--- src/rtl/branch_redirect_ctrl_if.sv ---
// rtl/branch_redirect_ctrl_if.sv - redirect event and fetch-control signal bundle
interface branch_redirect_ctrl_if #(
    parameter int XLEN  = 32,
    parameter int CNT_W = 16
);
    logic             stall_if;
    logic             trap_req;
    logic [XLEN-1:0]  trap_vector;
    logic             ex_valid;
    logic             ex_branch_taken;
    logic             ex_pred_taken;
    logic [XLEN-1:0]  ex_branch_target;
    logic [XLEN-1:0]  ex_pc;
    logic             id_jal_valid;
    logic [XLEN-1:0]  id_jal_target;
    logic             redirect_valid;
    logic [XLEN-1:0]  redirect_pc;
    logic             flush_if;
    logic             flush_id;
    logic             flush_ex;
    logic             redirect_pending;
    logic [CNT_W-1:0] mispredict_cnt;

    modport master (
        output stall_if, trap_req, trap_vector, ex_valid, ex_branch_taken,
               ex_pred_taken, ex_branch_target, ex_pc, id_jal_valid, id_jal_target,
        input  redirect_valid, redirect_pc, flush_if, flush_id, flush_ex,
               redirect_pending, mispredict_cnt
    );

    modport slave (
        input  stall_if, trap_req, trap_vector, ex_valid, ex_branch_taken,
               ex_pred_taken, ex_branch_target, ex_pc, id_jal_valid, id_jal_target,
        output redirect_valid, redirect_pc, flush_if, flush_id, flush_ex,
               redirect_pending, mispredict_cnt
    );
endinterface

--- src/rtl/branch_redirect_ctrl.sv ---
// rtl/branch_redirect_ctrl.sv - PC redirect arbiter with stall hold and mispredict counter
module branch_redirect_ctrl #(
    parameter int XLEN  = 32,
    parameter int CNT_W = 16
) (
    input  logic                  clk,
    input  logic                  rst,
    branch_redirect_ctrl_if.slave bus
);
    typedef enum logic [1:0] {ST_IDLE, ST_HOLD, ST_SHADOW} state_t;
    // Encoded in priority order so a numeric compare gives "strictly higher".
    typedef enum logic [1:0] {CLS_NONE, CLS_JAL, CLS_MISP, CLS_TRAP} cls_t;

    state_t           state_q, state_d;
    cls_t             cls_q, cls_d, ev_cls;
    logic [XLEN-1:0]  pc_q, pc_d, ev_target, ex_correct_pc;
    logic [2:0]       fl_q, fl_d;
    logic             valid_q, valid_d, pend_q, pend_d;
    logic [CNT_W-1:0] cnt_q;
    logic             mispredict, take, cnt_inc;

    function automatic logic [2:0] flush_mask(input cls_t c);
        case (c)
            CLS_TRAP: flush_mask = 3'b111;
            CLS_MISP: flush_mask = 3'b011;
            CLS_JAL:  flush_mask = 3'b001;
            default:  flush_mask = 3'b000;
        endcase
    endfunction

    assign mispredict    = bus.ex_valid & (bus.ex_branch_taken != bus.ex_pred_taken);
    assign ex_correct_pc = bus.ex_branch_taken ? bus.ex_branch_target : bus.ex_pc + XLEN'(4);

    always_comb begin
        ev_cls    = CLS_NONE;
        ev_target = '0;
        if (bus.trap_req) begin
            ev_cls    = CLS_TRAP;
            ev_target = bus.trap_vector;
        end else if (mispredict) begin
            ev_cls    = CLS_MISP;
            ev_target = ex_correct_pc;
        end else if (bus.id_jal_valid && state_q != ST_SHADOW) begin
            // The JAL seen right after a redirect is on the wrong path.
            ev_cls    = CLS_JAL;
            ev_target = bus.id_jal_target;
        end
    end

    assign take    = (ev_cls != CLS_NONE) && (state_q != ST_HOLD || ev_cls > cls_q);
    assign cnt_inc = take && (ev_cls == CLS_MISP);

    always_comb begin
        state_d = state_q;
        cls_d   = cls_q;
        pc_d    = pc_q;
        fl_d    = 3'b000;
        valid_d = 1'b0;
        pend_d  = 1'b0;
        case (state_q)
            ST_HOLD: begin
                if (take) begin
                    cls_d = ev_cls;
                    pc_d  = ev_target;
                    fl_d  = flush_mask(ev_cls) & ~flush_mask(cls_q);
                end
                if (!bus.stall_if) begin
                    valid_d = 1'b1;
                    state_d = ST_SHADOW;
                end else begin
                    pend_d  = 1'b1;
                end
            end
            default: begin
                if (take) begin
                    cls_d = ev_cls;
                    pc_d  = ev_target;
                    fl_d  = flush_mask(ev_cls);
                    if (bus.stall_if) begin
                        pend_d  = 1'b1;
                        state_d = ST_HOLD;
                    end else begin
                        valid_d = 1'b1;
                        state_d = ST_SHADOW;
                    end
                end else begin
                    cls_d   = CLS_NONE;
                    state_d = ST_IDLE;
                end
            end
        endcase
    end

    always_ff @(posedge clk or posedge rst) begin
        if (rst) begin
            state_q <= ST_IDLE;
            cls_q   <= CLS_NONE;
            pc_q    <= '0;
            fl_q    <= 3'b000;
            valid_q <= 1'b0;
            pend_q  <= 1'b0;
            cnt_q   <= '0;
        end else begin
            state_q <= state_d;
            cls_q   <= cls_d;
            pc_q    <= pc_d;
            fl_q    <= fl_d;
            valid_q <= valid_d;
            pend_q  <= pend_d;
            if (cnt_inc && !(&cnt_q))
                cnt_q <= cnt_q + CNT_W'(1);
        end
    end

    assign bus.redirect_valid   = valid_q;
    assign bus.redirect_pc      = pc_q;
    assign bus.flush_if         = fl_q[0];
    assign bus.flush_id         = fl_q[1];
    assign bus.flush_ex         = fl_q[2];
    assign bus.redirect_pending = pend_q;
    assign bus.mispredict_cnt   = cnt_q;
endmodule

--- src/flat_wrapper.sv ---
// flat-port wrapper written by rule: the top's interface ports become plain ports
module branch_redirect_ctrl_flat 
#(
    parameter int XLEN  = 32,
    parameter int CNT_W = 16
)
  (clk, rst, bus_stall_if, bus_trap_req, bus_trap_vector, bus_ex_valid, bus_ex_branch_taken, bus_ex_pred_taken, bus_ex_branch_target, bus_ex_pc, bus_id_jal_valid, bus_id_jal_target, bus_redirect_valid, bus_redirect_pc, bus_flush_if, bus_flush_id, bus_flush_ex, bus_redirect_pending, bus_mispredict_cnt);
  branch_redirect_ctrl_if #(.XLEN(XLEN), .CNT_W(CNT_W)) bus_i ();
  input  logic clk;
  input  logic rst;
  input wire logic [$bits(bus_i.stall_if)-1:0] bus_stall_if;
  input wire logic [$bits(bus_i.trap_req)-1:0] bus_trap_req;
  input wire logic [$bits(bus_i.trap_vector)-1:0] bus_trap_vector;
  input wire logic [$bits(bus_i.ex_valid)-1:0] bus_ex_valid;
  input wire logic [$bits(bus_i.ex_branch_taken)-1:0] bus_ex_branch_taken;
  input wire logic [$bits(bus_i.ex_pred_taken)-1:0] bus_ex_pred_taken;
  input wire logic [$bits(bus_i.ex_branch_target)-1:0] bus_ex_branch_target;
  input wire logic [$bits(bus_i.ex_pc)-1:0] bus_ex_pc;
  input wire logic [$bits(bus_i.id_jal_valid)-1:0] bus_id_jal_valid;
  input wire logic [$bits(bus_i.id_jal_target)-1:0] bus_id_jal_target;
  output wire logic [$bits(bus_i.redirect_valid)-1:0] bus_redirect_valid;
  output wire logic [$bits(bus_i.redirect_pc)-1:0] bus_redirect_pc;
  output wire logic [$bits(bus_i.flush_if)-1:0] bus_flush_if;
  output wire logic [$bits(bus_i.flush_id)-1:0] bus_flush_id;
  output wire logic [$bits(bus_i.flush_ex)-1:0] bus_flush_ex;
  output wire logic [$bits(bus_i.redirect_pending)-1:0] bus_redirect_pending;
  output wire logic [$bits(bus_i.mispredict_cnt)-1:0] bus_mispredict_cnt;
  assign bus_i.stall_if = bus_stall_if;
  assign bus_i.trap_req = bus_trap_req;
  assign bus_i.trap_vector = bus_trap_vector;
  assign bus_i.ex_valid = bus_ex_valid;
  assign bus_i.ex_branch_taken = bus_ex_branch_taken;
  assign bus_i.ex_pred_taken = bus_ex_pred_taken;
  assign bus_i.ex_branch_target = bus_ex_branch_target;
  assign bus_i.ex_pc = bus_ex_pc;
  assign bus_i.id_jal_valid = bus_id_jal_valid;
  assign bus_i.id_jal_target = bus_id_jal_target;
  assign bus_redirect_valid = bus_i.redirect_valid;
  assign bus_redirect_pc = bus_i.redirect_pc;
  assign bus_flush_if = bus_i.flush_if;
  assign bus_flush_id = bus_i.flush_id;
  assign bus_flush_ex = bus_i.flush_ex;
  assign bus_redirect_pending = bus_i.redirect_pending;
  assign bus_mispredict_cnt = bus_i.mispredict_cnt;
  branch_redirect_ctrl #(.XLEN(XLEN), .CNT_W(CNT_W)) u_core (.clk(clk), .rst(rst), .bus(bus_i));
endmodule
--- config.mk ---
export PLATFORM = sky130hd
export DESIGN_NAME = branch_redirect_ctrl_flat
export DESIGN_NICKNAME = d
export VERILOG_FILES = /design/src/rtl/branch_redirect_ctrl_if.sv /design/src/rtl/branch_redirect_ctrl.sv /design/src/flat_wrapper.sv
export SDC_FILE = /design/constraint.sdc
export NUM_CORES = 1
export LEC_CHECK = 0
export BUFFER_PORTS_ARGS = -buffer_cell sky130_fd_sc_hd__buf_2
export CORE_AREA = 2 2 125 91
export DETAILED_ROUTE_END_ITERATION = 10
export DIE_AREA = 0 0 127 93
export PLACE_DENSITY = 0.67
export SYNTH_ARGS = -nofsm -noshare
export SYNTH_HDL_FRONTEND = slang
export SYNTH_SLANG_ARGS = --single-unit
--- constraint.sdc ---
create_clock -name clk -period 3.04 [get_ports clk]
set_clock_uncertainty 0.05 [all_clocks]
set_input_delay 0.304 -clock clk [delete_from_list [all_inputs] [get_ports clk]]
set_output_delay 0.304 -clock clk [all_outputs]
set_load 0.05 [all_outputs]
# Word-level counts from Yosys, hierarchy flattened
# Cells that the tools add are included.
[word_totals]
reg_bits = 57
output_inout_bits = 53
in_bits = 136
wordCells = 62
[classes]
eq_ne = 12
reduce_logical = 8
magnitude_cmp = 1
bitwise_logic = 3
addsub = 2
muxes = 29
[op_table]
columns = ["cell", "n"]
rows = [
  ["$mux W32", 4],
  ["$add A32 B3 Y32 const B", 1],
  ["$mux W3", 7],
  ["$mux W2", 9],
  ["$pmux W3 S3", 2],
  ["$add A16 B1 Y16 const B", 1],
  ["$reduce_and A16 Y1", 1],
  ["$eq A2 B2 Y1 const B", 4],
  ["$mux W1", 7],
  ["$eq A2 B1 Y1 const B", 3],
  ["$logic_and A1 B1 Y1", 4],
  ["$ne A2 B1 Y1 const B", 2],
  ["$ne A2 B2 Y1 const B", 2],
  ["$and A3 B3 Y3", 1],
  ["$not A3 Y3", 1],
  ["$gt A2 B2 Y1", 1],
  ["$reduce_bool A2 Y1", 1],
  ["$and A1 B1 Y1", 1],
  ["$logic_not A1 Y1", 1],
  ["$logic_or A1 B1 Y1", 1],
  ["$ne A1 B1 Y1", 1],
]

# Longest topological paths before layout
[logic_depth]
word_depth = 14
mapped_depth = 14
mapped_depth_nobuf = 10

# Least setup slack after synthesis
# OpenSTA, ideal clock, no wires.
[synth_timing]
path_type = "input to register"
start = "input port bus_ex_pred_taken"
end = "register u_core.pc_q[12], in the netlist u_core.bus.redirect_pc[12]"
path_buffers = 4
path_slack_ns = 0.147
cell_stages = 14
t_arrival_ns = 2.754
setup_time_ns = 0.088
t_required_ns = 2.902
path_cell_list = "xor2_2 and2_1 clkbuf_1 buf_2 nor2_1 inv_1 ha_1 nor2b_1 o21ai_1 buf_2 clkbuf_1 a211oi_1 o21bai_1 a41oi_1"
[synth_between]
elab_chain_cells = 7
word_cells_on_any_way = 10
classes_between = "order compare (1); eq/ne (1); mux (4); bitwise (1); reduce/logical (3)"
[synth_rtl]
columns = ["element", "line", "text"]
rows = [
  ["from (decl)", "flat_wrapper.sv:16", "input wire logic [$bits(bus_i.ex_pred_taken)-1:0] bus_ex_pred_taken;"],
  ["$ne A1 B1 Y1 *", "branch_redirect_ctrl.sv:31", "assign mispredict = bus.ex_valid & (bus.ex_branch_taken != bus.ex_pred_taken);"],
  ["$and A1 B1 Y1 *", "branch_redirect_ctrl.sv:31", ""],
  ["$mux W2", "branch_redirect_ctrl.sv:40", "end else if (mispredict) begin"],
  ["$mux W2", "branch_redirect_ctrl.sv:37", "if (bus.trap_req) begin"],
  ["$gt A2 B2 Y1", "branch_redirect_ctrl.sv:50", "assign take = (ev_cls != CLS_NONE) && (state_q != ST_HOLD || ev_cls > cls_q);"],
  ["$logic_or A1 B1 Y1", "branch_redirect_ctrl.sv:50", ""],
  ["$logic_and A1 B1 Y1", "branch_redirect_ctrl.sv:50", ""],
  ["to (signal assigned)", "branch_redirect_ctrl.sv:106", "pc_q <= pc_d;"],
  ["to (decl)", "branch_redirect_ctrl.sv:16", "logic [XLEN-1:0] pc_q, pc_d, ev_target, ex_correct_pc;"],
]
# Mark *: on every way between the ends. The rest lies on a longest branch, timed or not.
# A chain may end at the register's enable or synchronous reset.

# Worst setup path in the final report
[layout_timing]
start = "input port bus_ex_pred_taken"
end = "register u_core.pc_q[9], in the netlist u_core.bus.redirect_pc[9]"
# The elaborated chain is that of the path after synthesis.

==> flow_summary.json <==
{
  "arrival_ns": 2.59,
  "syn_area_um2": 4130,
  "die_w_um": 127,
  "ys_async_sr_fraction": 1.00,
  "netlist_instances": 487,
  "core_area_um2": 10700,
  "cts_resized": 0,
  "hold_buffers": 0,
  "yosysWarningCount": 0,
  "timing.slew.headroom": 0.351,
  "start_util": 0.388,
  "cpPeakStageDelay_ns": 0.29,
  "synth.most_common_cell": "dfrtp_1",
  "cp.required_ns": 3.17,
  "die-area_um2": 11800,
  "antenna_cells": 0,
  "worstSetupPathType": "input pin to flop",
  "clk_pin_slew_ns": 0.05,
  "nets": 819,
  "drive_gt1_frac": 0.352,
  "peakVddDrop_uv": 325,
  "hold_viol": 0,
  "critPathTopFamily": "buffers and inverters",
  "finalSetupViolations": 0,
  "first_pass_iters": 5,
  "cap_violations": 0,
  "gp_congestion": 0.888,
  "cts_sinks": 57,
  "crit_fanout": 25,
  "synth-edff-count": 0,
  "drc": 0,
  "slowest_stage": "buf_4",
  "endpoint_kind": "flop",
  "grt.overflow.total": 0,
  "cp-start-kind": "input pin",
  "syn_nets": 627,
  "status": "complete, no violations",
  "met3_usage": 0.0692,
  "cts_tree": "yes",
  "clock-root-buffer": "clkbuf_16",
  "die_h_um": 93,
  "power.share.clock": 0.331,
  "comb_power_share": 0.377,
  "synthTopCellsByArea": "dfrtp_1 (35%), xnor2_1 (5.3%), nand2_1 (4.7%), o21ai_0 (3.9%), nand3_1 (3.5%)",
  "io_pins": 189,
  "slew_viol_final": 0,
  "io_buffers": 188,
  "yosysTopAreaCell": "dfrtp_1",
  "swShare": 0.406,
  "routedWlPerCell_um": 19.0,
  "rsz0062_at_grt": "no",
  "tightest_slew_ns": 0.972,
  "synthFlopType": "dfrtp_1",
  "grtUsageMet1": 0.362,
  "fin_setup_tns_ns": 0,
  "hpwlAfterDp_um": 12000,
  "fmax_mhz": 406,
  "yosys-top-cells-count": "dfrtp_1 (57), nand2_1 (52), o21ai_0 (32)",
  "yosys.area.top_type_share": 0.345,
  "whs_ns": 0.125,
  "clock_latency_ns": 0.33,
  "fin_crit_sh": 0.810,
  "synth-seq-area-share": 0.345,
  "grtUsageMet2": 0.398,
  "antenna_found_initial": 1,
  "hp-class": "input pin to flop",
  "grt_max_degree": 44,
  "ant_nets": 0,
  "period_needed_ns": 2.46,
  "drt_iter0_drc": 326,
  "p_int_w": 0.00202,
  "first_global_vias": 4432,
  "path_cells": "buf_2 -> xor2_2 -> and2_1 -> nor2_1 -> inv_1 -> ha_1 -> nor2b_1 -> o21ai_2 -> buf_4 -> a21oi_2 -> buf_4 -> o21bai_1 -> a41oi_1",
  "area_delta_synth_final_pct": 36.5,
  "viasPerCell": 5.72,
  "worst-path-buf-inv": 4,
  "cts-htree-levels": 3,
  "cts_setup_buffers": 0,
  "cts_buffers": 9,
  "ys_seq_elements": 57,
  "seq_power_share": 0.293,
  "switchingPower_w": 0.00138,
  "grt_pass1_wl_um": 23900,
  "busiest_layer": "met2",
  "p_per_area_nw_per_um2": 602,
  "p_leak_nw": 2.56,
  "gr-usage-all-layers": 0.262,
  "cpMostUsedCell": "buf_4",
  "synth.distinct_cells": 61,
  "final_util": 0.529,
  "row_count": 32,
  "cts_buffer_depth": 2,
  "drt_wl_total_um": 15600,
  "vias": 4694,
  "avgSynthCellArea_um2": 8.48
}
[through the flow]
stage                     cell area [µm²]  std cells  power (W)  setup slack, ns
after CTS                            5640        820    0.00341            0.585
after detailed placement             5310        804    0.00228            0.261
after floorplan                      4130        487    0.00185            0.147
after global placement               5310        804    0.00225            0.363
after global routing                 5640        820    0.00355            0.395
final                                5640        820    0.00339            0.579
[worst paths after layout]
kind                                                 from                            end  slack (ns)  cells past startpoint
min in group asynchronous                             rst  u_core.bus.mispredict_cnt[10]        0.16                      2
max in group asynchronous                             rst              u_core.state_q[1]        2.05                      3
worst max-delay path                    bus_ex_pred_taken      u_core.bus.redirect_pc[9]        0.58                     13
worst max register to register          u_core.state_q[0]     u_core.bus.redirect_pc[22]        0.58                     11
worst min-delay path                         bus_stall_if              u_core.state_q[1]        0.13                      2
worst min register to register  u_core.bus.redirect_pc[1]      u_core.bus.redirect_pc[1]        0.44                      2
[placed cells by master (no fill, tap or decap), types with 6 or more instances in the layout]
cell type,count
a211oi_1,13
a21oi_1,16
a221o_1,8
a31oi_1,6
and2_1,7
and3_1,6
buf_2,188
buf_4,22
clkbuf_16,9
dfrtp_1,57
inv_1,18
mux2i_1,13
nand2_1,52
nand2b_1,11
nand3_1,29
nand4_1,19
nor2_1,24
nor4_1,12
o211ai_1,8
o21ai_0,32
o21bai_1,8
xnor2_1,25
xor2_1,9
[flip-flops by register name, summed over array words and instances, names as in the netlist]
name	count
u_core.cls_q	2
u_core.bus.mispredict_cnt	16
u_core.bus.redirect_pending	1
u_core.bus.redirect_pc	32
u_core.fl_q	3
u_core.state_q	2
u_core.bus.redirect_valid	1
[area by class of cell]
cell class,instances,area (µm²)
Clock buffer,11,253
Sequential cell,57,1430
Clock inverter,5,77.6
Tap cell,136,170
Multi-Input combinational cell,381,2530
Fill cell,1066,5010
Inverter,20,75.1
Timing Repair Buffer,210,1110
[cell families (layout without fill, tap and decap cells)]
kind of cell,count (synthesis),after routing,share of synthesized area
XOR/XNOR,35,35,0.0761
AO/OA/AOI/OAI,142,142,0.245
flip-flops,57,57,0.345
AND/OR/NAND/NOR,185,185,0.237
adder cells (fa/ha/maj),4,4,0.0121
multiplexers,15,15,0.0370
buffers and inverters,49,246,0.0470
[routing by layer]
layer / share of wire / vias to the layer above
li1: - / 2210
met1: 0.44 / 2203
met5: 0.00083 / -
met2: 0.44 / 247
met3: 0.097 / 32
met4: 0.025 / 2
[power by group through the flow]
| stage | clock (W) | sequential [W] | combinational (W) |
|---|---|---|---|
| 6_report | 0.00112 | 0.000993 | 0.00128 |
| 5_1_grt | 0.00117 | 0.00101 | 0.00136 |
| 4_1_cts | 0.00114 | 0.000993 | 0.00128 |
| 3_5_place_dp | 0 | 0.00100 | 0.00128 |
| 3_3_place_gp | 0 | 0.00100 | 0.00125 |
| 2_1_floorplan | 0 | 0.00145 | 0.000398 |
(Power assumes the default switching activity.)
